--- src/rtl/q1_pkg.sv ---
// q1_pkg: shared types and constants for the q1 test-vector sequencer
package q1_pkg;
  localparam int Q1_DEPTH_DEFAULT = 4;
  typedef enum logic [1:0] {IDLE, DRIVE, SAMPLE, FINISH} state_t;
  typedef struct packed {
    logic [7:0] data;
    logic [1:0] sel;
    logic [1:0] op;
  } vec_t;
endpackage

--- src/rtl/q1_sequencer_if.sv ---
// q1_sequencer_if: vector load, q1 drive/return and result signals of the sequencer
interface q1_sequencer_if import q1_pkg::*; #(
  parameter int DEPTH = Q1_DEPTH_DEFAULT
);
  localparam int CW = $clog2(DEPTH) + 1;
  logic          vec_valid;
  logic          vec_ready;
  logic [7:0]    vec_input;
  logic [1:0]    vec_sel;
  logic [1:0]    vec_op;
  logic          start;
  logic [7:0]    MyInput;
  logic [1:0]    MyConstantSelect;
  logic [1:0]    MyOperation;
  logic [7:0]    MyOutput;
  logic          MyStatus;
  logic          res_valid;
  logic [7:0]    res_data;
  logic          res_status;
  logic          busy;
  logic          done;
  logic [CW-1:0] status_count;
  logic [7:0]    checksum;
  modport master (
    output vec_valid, vec_input, vec_sel, vec_op, start, MyOutput, MyStatus,
    input  vec_ready, MyInput, MyConstantSelect, MyOperation, res_valid, res_data,
    input  res_status, busy, done, status_count, checksum
  );
  modport slave (
    input  vec_valid, vec_input, vec_sel, vec_op, start, MyOutput, MyStatus,
    output vec_ready, MyInput, MyConstantSelect, MyOperation, res_valid, res_data,
    output res_status, busy, done, status_count, checksum
  );
endinterface

--- src/rtl/q1_vec_fifo.sv ---
// q1_vec_fifo: vector buffer with wrapping pointers and a saturating fill count
module q1_vec_fifo import q1_pkg::*; #(
  parameter int DEPTH = Q1_DEPTH_DEFAULT,
  localparam int AW = $clog2(DEPTH)
) (
  input  logic        clk,
  input  logic        rst_n,
  input  logic        i_push,
  input  vec_t        i_data,
  input  logic        i_pop,
  output vec_t        o_data,
  output logic        o_full,
  output logic        o_empty,
  output logic [AW:0] o_count
);
  vec_t          r_mem [DEPTH];
  logic [AW-1:0] r_wr, r_rd;
  logic [AW:0]   r_cnt;
  logic          w_push, w_pop;
  assign w_push  = i_push && !o_full;
  assign w_pop   = i_pop && !o_empty;
  assign o_data  = r_mem[r_rd];
  assign o_full  = r_cnt == (AW+1)'(DEPTH);
  assign o_empty = r_cnt == '0;
  assign o_count = r_cnt;
  always_ff @(posedge clk or negedge rst_n)
    if (!rst_n) begin
      r_wr  <= '0;
      r_rd  <= '0;
      r_cnt <= '0;
    end else begin
      r_wr  <= r_wr + AW'(w_push);
      r_rd  <= r_rd + AW'(w_pop);
      r_cnt <= r_cnt + (AW+1)'(w_push) - (AW+1)'(w_pop);
    end
  always_ff @(posedge clk)
    if (w_push) r_mem[r_wr] <= i_data;
endmodule

--- src/rtl/q1_sequencer.sv ---
// q1_sequencer: plays buffered vectors through the q1 block and accumulates result statistics
module q1_sequencer import q1_pkg::*; #(
  parameter int DEPTH = Q1_DEPTH_DEFAULT
) (
  input logic           clk,
  input logic           rst_n,
  q1_sequencer_if.slave bus
);
  localparam int AW = $clog2(DEPTH);
  state_t      r_state;
  vec_t        w_in, w_head;
  logic        w_full, w_empty, w_push, w_pop, w_last;
  logic [AW:0] w_count;
  logic [7:0]  r_my_input, r_res_data, r_checksum;
  logic [1:0]  r_my_sel, r_my_op;
  logic        r_res_valid, r_res_status, r_busy, r_done;
  logic [AW:0] r_status_count;
  assign w_in   = {bus.vec_input, bus.vec_sel, bus.vec_op};
  assign w_push = bus.vec_valid && bus.vec_ready;
  assign w_pop  = r_state == SAMPLE;
  assign w_last = w_count == (AW+1)'(1);
  // start blocks loading so a vector can never sneak into a run already being launched
  assign bus.vec_ready        = r_state == IDLE && !w_full && !bus.start;
  assign bus.MyInput          = r_my_input;
  assign bus.MyConstantSelect = r_my_sel;
  assign bus.MyOperation      = r_my_op;
  assign bus.res_valid        = r_res_valid;
  assign bus.res_data         = r_res_data;
  assign bus.res_status       = r_res_status;
  assign bus.busy             = r_busy;
  assign bus.done             = r_done;
  assign bus.status_count     = r_status_count;
  assign bus.checksum         = r_checksum;
  q1_vec_fifo #(.DEPTH(DEPTH)) u_fifo (
    .clk     (clk),
    .rst_n   (rst_n),
    .i_push  (w_push),
    .i_data  (w_in),
    .i_pop   (w_pop),
    .o_data  (w_head),
    .o_full  (w_full),
    .o_empty (w_empty),
    .o_count (w_count)
  );
  always_ff @(posedge clk or negedge rst_n)
    if (!rst_n) begin
      r_state        <= IDLE;
      r_my_input     <= '0;
      r_my_sel       <= '0;
      r_my_op        <= '0;
      r_res_valid    <= 1'b0;
      r_res_data     <= '0;
      r_res_status   <= 1'b0;
      r_busy         <= 1'b0;
      r_done         <= 1'b0;
      r_status_count <= '0;
      r_checksum     <= '0;
    end else begin
      r_res_valid <= 1'b0;
      r_done      <= 1'b0;
      case (r_state)
        IDLE: if (bus.start) begin
          r_status_count <= '0;
          r_checksum     <= '0;
          r_busy         <= 1'b1;
          r_done         <= w_empty;
          r_state        <= w_empty ? FINISH : DRIVE;
        end
        DRIVE: begin
          r_my_input <= w_head.data;
          r_my_sel   <= w_head.sel;
          r_my_op    <= w_head.op;
          r_state    <= SAMPLE;
        end
        SAMPLE: begin
          r_res_data     <= bus.MyOutput;
          r_res_status   <= bus.MyStatus;
          r_res_valid    <= 1'b1;
          r_checksum     <= r_checksum ^ bus.MyOutput;
          r_status_count <= r_status_count + (AW+1)'(bus.MyStatus);
          r_done         <= w_last;
          r_state        <= w_last ? FINISH : DRIVE;
        end
        FINISH: begin
          r_busy  <= 1'b0;
          r_state <= IDLE;
        end
        default: r_state <= IDLE;
      endcase
    end
endmodule

--- src/flat_wrapper.sv ---
// flat-port wrapper written by rule: the top's interface ports become plain ports
module q1_sequencer_flat import q1_pkg::*;
#(
  parameter int DEPTH = Q1_DEPTH_DEFAULT
)
  (clk, rst_n, bus_vec_valid, bus_vec_input, bus_vec_sel, bus_vec_op, bus_start, bus_MyOutput, bus_MyStatus, bus_vec_ready, bus_MyInput, bus_MyConstantSelect, bus_MyOperation, bus_res_valid, bus_res_data, bus_res_status, bus_busy, bus_done, bus_status_count, bus_checksum);
  q1_sequencer_if #(.DEPTH(DEPTH)) bus_i ();
  input logic clk;
  input logic rst_n;
  input wire logic [$bits(bus_i.vec_valid)-1:0] bus_vec_valid;
  input wire logic [$bits(bus_i.vec_input)-1:0] bus_vec_input;
  input wire logic [$bits(bus_i.vec_sel)-1:0] bus_vec_sel;
  input wire logic [$bits(bus_i.vec_op)-1:0] bus_vec_op;
  input wire logic [$bits(bus_i.start)-1:0] bus_start;
  input wire logic [$bits(bus_i.MyOutput)-1:0] bus_MyOutput;
  input wire logic [$bits(bus_i.MyStatus)-1:0] bus_MyStatus;
  output wire logic [$bits(bus_i.vec_ready)-1:0] bus_vec_ready;
  output wire logic [$bits(bus_i.MyInput)-1:0] bus_MyInput;
  output wire logic [$bits(bus_i.MyConstantSelect)-1:0] bus_MyConstantSelect;
  output wire logic [$bits(bus_i.MyOperation)-1:0] bus_MyOperation;
  output wire logic [$bits(bus_i.res_valid)-1:0] bus_res_valid;
  output wire logic [$bits(bus_i.res_data)-1:0] bus_res_data;
  output wire logic [$bits(bus_i.res_status)-1:0] bus_res_status;
  output wire logic [$bits(bus_i.busy)-1:0] bus_busy;
  output wire logic [$bits(bus_i.done)-1:0] bus_done;
  output wire logic [$bits(bus_i.status_count)-1:0] bus_status_count;
  output wire logic [$bits(bus_i.checksum)-1:0] bus_checksum;
  assign bus_i.vec_valid = bus_vec_valid;
  assign bus_i.vec_input = bus_vec_input;
  assign bus_i.vec_sel = bus_vec_sel;
  assign bus_i.vec_op = bus_vec_op;
  assign bus_i.start = bus_start;
  assign bus_i.MyOutput = bus_MyOutput;
  assign bus_i.MyStatus = bus_MyStatus;
  assign bus_vec_ready = bus_i.vec_ready;
  assign bus_MyInput = bus_i.MyInput;
  assign bus_MyConstantSelect = bus_i.MyConstantSelect;
  assign bus_MyOperation = bus_i.MyOperation;
  assign bus_res_valid = bus_i.res_valid;
  assign bus_res_data = bus_i.res_data;
  assign bus_res_status = bus_i.res_status;
  assign bus_busy = bus_i.busy;
  assign bus_done = bus_i.done;
  assign bus_status_count = bus_i.status_count;
  assign bus_checksum = bus_i.checksum;
  q1_sequencer #(.DEPTH(DEPTH)) u_core (.clk(clk), .rst_n(rst_n), .bus(bus_i));
endmodule
--- config.mk ---
export PLATFORM = sky130hd
export DESIGN_NAME = q1_sequencer_flat
export DESIGN_NICKNAME = d
export VERILOG_FILES = /design/src/rtl/q1_pkg.sv /design/src/rtl/q1_sequencer_if.sv /design/src/rtl/q1_vec_fifo.sv /design/src/rtl/q1_sequencer.sv /design/src/flat_wrapper.sv
export SDC_FILE = /design/constraint.sdc
export NUM_CORES = 1
export LEC_CHECK = 0
export CORE_UTILIZATION = 52
export CTS_CLUSTER_SIZE = 24
export DETAILED_ROUTE_END_ITERATION = 7
export GPL_TIMING_DRIVEN = 1
export PLACE_DENSITY = 0.78
export SLEW_MARGIN = 20
export SYNTH_ARGS = -nofsm -noshare
export SYNTH_HDL_FRONTEND = slang
export SYNTH_HIERARCHICAL = 1
export SYNTH_SLANG_ARGS = --single-unit
--- constraint.sdc ---
create_clock -name clk -period 3.4 [get_ports clk]
set_clock_uncertainty 0.15 [all_clocks]
set_input_delay 0.51 -clock clk [delete_from_list [all_inputs] [get_ports clk]]
set_output_delay 0.51 -clock clk [all_outputs]
set_load 0.05 [all_outputs]
==> flow_metrics.tcl, run 1 <==
set metrics [dict create \
    status "finished with violations" \
    violations "negative hold slack" \
    drt-total-wl_um 6220 \
    tns_ps 0 \
    firstDrtPassIters 4 \
    cts_tree "done" \
    wl_per_cell_um 16.0 \
    placedCellCount 372 \
    p_sw_share_pct 41.8 \
    start_util_pct 53.6 \
    grt_pass1_wl_um 10300 \
    gp_congestion 0.734 \
    crit_path_start_kind "flip-flop" \
    synth_warnings 6 \
    synth.cell_area_um2 3640 \
    area_growth_pct 25.0 \
    h-tree-depth 3 \
    final_cells 388 \
    dr.first_iter.drc_count 131 \
    holdBufCountCts 0 \
    path_clk_slew_ps 100 \
    insertion_delay_ps 360 \
    timing.hold.ws_ps -11.6 \
    finalPower_mw 4.30 \
    p_clk_share_pct 16.6 \
    synthAdderAreaFrac_pct 2.61 \
    diodes 0 \
    antenna_found_initial 0 \
    rsz0062_at_grt "false" \
    crit_required_ps 2740 \
    crit_buf_inv 1 \
    critPathMaxFanout 15 \
    relSlewSlack_pct 37.8 \
    final_nets 319 \
    die_y_um 85.7 \
    clock_sinks 92 \
    p_seq_share_pct 40.4 \
    fillCellCount 487 \
    ys_seq_elements 92 \
    synth_area_leaders "edfxtp_1, dfrtp_1, mux4_2" \
    postSynthAreaPerCell_um2 16.5 \
    critical-path-max-stage-delay_ps 860 \
    end_kind "output port" \
    synth_compound_area_share_pct 4.88 \
    mostFrequentLayoutCells "clkdlybuf4s50_1, edfxtp_1, dfrtp_1" \
    io_pins 61 \
    switchingPower_mw 1.80 \
    fmaxAchievable_mhz 351 \
    finalCriticalPeriod_ps 2850 \
    ys_seq_area_share_pct 69.9 \
    cap_viol_max_count 0 \
    ir_worst_vdd_mv 0.332 \
    root_buffer "clkbuf_8" \
    crit_family "buffers and inverters" \
    p_per_area_nw_per_um2 945 \
    clk_path_buf_depth 2 \
    vias 2030 \
    holdCritPathClass "in -> async" \
    synthSimpleGateAreaFrac_pct 6.84 \
    dieArea_um2 7340 \
    syn-num-nets 252 \
    die_w_um 85.7 \
    tightest_slew_ps 930 \
    cts_buffers 9 \
    postCtsSetupBuffers 0 \
    drtAntennaViolNets 0 \
    hold_viol 20 \
    fp-row-count 30 \
    synth_top_area_cell "edfxtp_1" \
    slew_violations 0 \
    layout_commonest_cell "clkdlybuf4s50_1" \
    period_share_pct 83.9 \
    drive_above_1_share_pct 18.2 \
    grt_pass1_vias 2044 \
    synth_cell_types 34 \
    crit_arrival_ps 2190 \
    intPower_mw 2.50 \
    synthMuxAreaShare_pct 11.3 \
    p_leak_nw 1.75 \
    hpwl_um 4070 \
    ctsResizeCount 0 \
    netlist_instances 220 \
    grt_use_total_pct 18.9 \
    pwr-share-comb_pct 43.0 \
    core_area_um2 6790 \
    globalRoute.totalOverflow 0 \
    crit_type "reg -> out" \
    drc 0 \
    grt_start_max_net_pins 45 \
    setup_viol 0 \
    crit_slowest_cell "clkdlybuf4s50_1" \
    synth_top_area_share_pct 39.6 \
    io_buffers 60 \
    synth_top_family_by_area "multiplexers" \
    cp_cell_sequence "nor4_2 > clkdlybuf4s50_1" \
    vias_per_cell 5.23 \
    synth-xor-area-share_pct 0.963 \
]
## worst paths after layout
check	from	endpoint	slack (ps)	depth (start not counted)
max in group asynchronous	rst_n	u_core/r_state[0]	2730	1
worst min register to register	u_core/bus.res_data[4]	u_core/bus.res_data[4]	340	2
worst max-delay path	u_core/r_state[1]	bus_vec_ready	550	2
worst min-delay path	rst_n	u_core/bus.res_data[7]	-10	1
min in group clk	u_core/bus.res_data[4]	u_core/bus.res_data[4]	340	2
worst max register to register	u_core/u_fifo/o_count[1]	u_core/u_fifo/o_count[2]	880	8
## flip-flops by register name, indices dropped and copies added (netlist names)
register and count:
u_core/bus.MyConstantSelect 2, u_core/bus.done 1, u_core/bus.MyInput 8, u_core/bus.res_status 1
u_core/bus.status_count 3, u_core/u_fifo/o_count 3, u_core/u_fifo/r_rd 2, u_core/bus.busy 1
u_core/r_state 2, u_core/bus.MyOperation 2, u_core/u_fifo/r_wr 2, u_core/bus.res_valid 1
u_core/bus.checksum 8, u_core/u_fifo/r_mem 48, u_core/bus.res_data 8
## Yosys cell counts
cell       n
xnor2_1    2
a22o_1     2
nor4b_1    1
mux4_1     2
nand3_1   11
nor2b_1    3
nor3b_2    1
dfrtp_1   44
inv_2      1
and2_1     1
and4b_1    1
buf_4      1
edfxtp_1  48
nor3_1     1
fa_1       1
ha_1       6
mux2_2    12
o311ai_0   6
nor2_1     2
clkbuf_1   1
o21bai_1   1
mux4_2    10
nand2b_4   1
nor4_1     1
o22ai_1    1
nand2b_1   1
nor4bb_1   2
buf_2      2
o21ai_0    9
nand2_1   21
xor2_1     2
inv_1     15
o311ai_2   3
buf_6      4
## power groups by stage
| stage | clock network (mW) | logic (mW) | registers [mW] |
|---|---|---|---|
| 2_1_floorplan | 0 | 0.743 | 2.32 |
| 3_3_place_gp | 0 | 1.83 | 1.75 |
| 3_5_place_dp | 0 | 1.86 | 1.77 |
| 4_1_cts | 0.732 | 1.87 | 1.75 |
| 5_1_grt | 0.774 | 1.97 | 1.79 |
| 6_report | 0.712 | 1.85 | 1.74 |
## per-stage QoR
stage	setup slack (ps)	hold slack [ps]	instance area, um2	utilization, %
floorplan	209	64.4	3660	-
finish	549	-11.6	4550	67.0
global placement	691	309	4340	63.9
CTS	527	170	4550	66.9
detailed placement	617	315	4340	63.9
global route	466	19.8	4550	67.0
## cell type report
class	count	area [um2]	area share (%)
clock buffers	9	124	2.72
clock inverters	7	80.1	1.76
inverters	16	60.1	1.32
multi-input cells	104	995	21.9
flip-flops and latches	92	2540	55.9
well taps	96	120	2.64
repair buffers	64	628	13.8
## kinds of logic after synthesis
| family | after synthesis |
|---|---|
| AO/OA/AOI/OAI | 22 |
| AND/OR/NAND/NOR | 47 |
| XOR/XNOR | 4 |
| adder cells (fa/ha/maj) | 7 |
| flip-flops | 92 |
| buffers and inverters | 24 |
| multiplexers | 24 |
## routing by layer
| layer | global-route usage, % | vias to the layer above | part of all wire, % |
|---|---|---|---|
| met2 | 29.5 | 51 | 50 |
| met1 | 25.9 | 1016 | 45 |
| met5 | 0 | - | 0 |
| li1 | - | 956 | - |
| met4 | 10.0 | 0 | 1.6 |
| met3 | 3.18 | 7 | 3.6 |
Power figures use the tool's default switching activity.
==> run 2: changes to the inputs <==
--- a/config.mk
+++ b/config.mk
@@ -5,11 +5,11 @@
 export SDC_FILE = /design/constraint.sdc
 export NUM_CORES = 1
 export LEC_CHECK = 0
-export CORE_UTILIZATION = 52
+export CORE_UTILIZATION = 47
 export CTS_CLUSTER_SIZE = 24
 export DETAILED_ROUTE_END_ITERATION = 7
 export GPL_TIMING_DRIVEN = 1
-export PLACE_DENSITY = 0.78
+export PLACE_DENSITY = 0.75
 export SLEW_MARGIN = 20
 export SYNTH_ARGS = -nofsm -noshare
 export SYNTH_HDL_FRONTEND = slang
==> constraint.sdc (replaced) <==
create_clock -name clk -period 2.5 [get_ports clk]
set_clock_uncertainty 0.15 [all_clocks]
set_input_delay 0.375 -clock clk [delete_from_list [all_inputs] [get_ports clk]]
set_output_delay 0.375 -clock clk [all_outputs]
set_load 0.05 [all_outputs]
==> run 2 against run 1 <==
The flow now finishes without violations. Register-to-register slack lost 660 ps. Non-clock buffer count up 13. Clock-buffer cell count increased by 1. Largest cell class unchanged.
==> flow_metrics.tcl, run 2 (same netlist as run 1, synthesis figures left out) <==
set metrics [dict create \
    crit_type "reg -> reg" \
    start_util_pct 49.4 \
    dr.first_iter.drc_count 49 \
    grt_pass1_wl_um 10600 \
    slew_violations 0 \
    firstDrtPassIters 4 \
    grt_pass1_vias 2102 \
    area_growth_pct 30.3 \
    io_buffers 60 \
    crit_buf_inv 1 \
    diodes 0 \
    crit_slowest_cell "dfrtp_1" \
    drc 0 \
    final_cells 404 \
    drive_above_1_share_pct 21.6 \
    hold_viol 0 \
    fmaxAchievable_mhz 438 \
    fillCellCount 560 \
    die_w_um 90.0 \
    period_share_pct 91.4 \
    hpwl_um 4430 \
    cts_tree "done" \
    crit_arrival_ps 2410 \
    p_per_area_nw_per_um2 1310 \
    gp_congestion 0.717 \
    mostFrequentLayoutCells "clkdlybuf4s50_1, edfxtp_1, dfrtp_1" \
    clk_path_buf_depth 2 \
    grt_use_total_pct 17.1 \
    die_y_um 90.0 \
    holdCritPathClass "reg -> reg" \
    clock_sinks 92 \
    io_pins 61 \
    tightest_slew_ps 602 \
    p_leak_nw 1.86 \
    relSlewSlack_pct 59.8 \
    setup_viol 0 \
    hold_depth 2 \
    globalRoute.totalOverflow 0 \
    drtAntennaViolNets 0 \
    vias_per_cell 5.11 \
    path_clk_slew_ps 90 \
    rsz0062_at_grt "false" \
    cts_buffers 9 \
    core_area_um2 7370 \
    vias 2066 \
    grt_start_max_net_pins 45 \
    critical-path-max-stage-delay_ps 440 \
    dieArea_um2 8100 \
    regMostFlops "u_core/u_fifo/r_mem" \
    wl_per_cell_um 15.9 \
    status "finished clean" \
    tns_ps 0 \
    root_buffer "clkbuf_8" \
    worstSetupPathDepth 8 \
    worstRegToRegCells 8 \
    layout_commonest_cell "clkdlybuf4s50_1" \
    crit_required_ps 2620 \
    cp_cell_sequence "nor3_1 > nor2b_1 > ha_1 > inv_1 > ha_1 > fa_1 > xnor2_1 > xnor2_1" \
    ff_latch_area_um2 2540 \
    crit_path_start_kind "flip-flop" \
    placedCellCount 387 \
    h-tree-depth 3 \
    finalPower_mw 6.21 \
    drt-total-wl_um 6430 \
    insertion_delay_ps 340 \
    finalCriticalPeriod_ps 2280 \
    final_nets 332 \
    multi_input_area_um2 1040 \
    ctsResizeCount 0 \
    antenna_found_initial 0 \
    end_kind "flip-flop" \
    cap_viol_max_count 0 \
    crit_family "adder cells" \
    ir_worst_vdd_mv 0.470 \
    final_util_pct 64.3 \
    critPathMaxFanout 4 \
    fp-row-count 31 \
    largest_reg_flops 48 \
]
[run 2: changes by cell type in the layout (fill, tap and decap cells not counted), sizes merged]
cell           change
dlygate4sd3        +1
inv                -2
clkdlybuf4s50      -1
clkbuf             +1
clkinvlp           -1
buf               +13
clkinv             -1
bufinv             +3
[run 2: repair_timing]
action | CTS | global route
setup buffers | 0 | 0
hold endpoints to repair | 44 | 0
hold buffers | 1 | 0
[run 2: per-stage QoR]
stage                     hold slack [ps]  area, um2  setup WS, ps
final                                 329       4740           215
after global routing                  353       4740           119
after CTS                             340       4740           199
after detailed placement              320       4490          74.3
after global placement                308       4490           109
after floorplan                     -70.6       3710         -50.1
[run 2: worst paths after layout]
check,start,end,slack (ps)
max,u_core/u_fifo/o_count[1],u_core/u_fifo/o_count[2],220
min,u_core/bus.res_data[6],u_core/bus.res_data[6],330
max reg2reg,u_core/u_fifo/o_count[1],u_core/u_fifo/o_count[2],220
min reg2reg,u_core/bus.res_data[6],u_core/bus.res_data[6],330
max in group asynchronous,rst_n,u_core/bus.MyInput[1],1320
min in group asynchronous,rst_n,u_core/bus.res_status,490
[run 2: where the power goes]
| part | internal, mW | switching (mW) |
|---|---|---|
| registers | 1.99 | 0.335 |
| logic | 1.13 | 1.60 |
| clock network | 0.668 | 0.496 |
| total | 3.79 | 2.43 |
[run 2: final cells by class]
| type | instances | area share (%) |
|---|---|---|
| clock inverters | 6 | 2.35 |
| repair buffers | 77 | 15.5 |
| inverters | 16 | 1.27 |
| flip-flops and latches | 92 | 53.6 |
| well taps | 99 | 2.61 |
| multi-input cells | 104 | 21.9 |
| clock buffers | 10 | 2.69 |
[run 2: worst min-delay path: cells and delay by family, from the launching register on]
| family | cells | cell delay [ps] |
|---|---|---|
| AOI/OAI and AO/OA | 1 | 50 |
| DFF | 1 | 350 |
| and+or+nand+nor | 1 | 40 |
[run 2: per-layer routing]
metal,wire length [um],GRT usage (%),vias to the layer above
met5,0,0,-
met2,3400,28.6,33
met3,189,3.55,4
met1,2780,22.3,1052
met4,55,6.05,0
li1,-,-,977
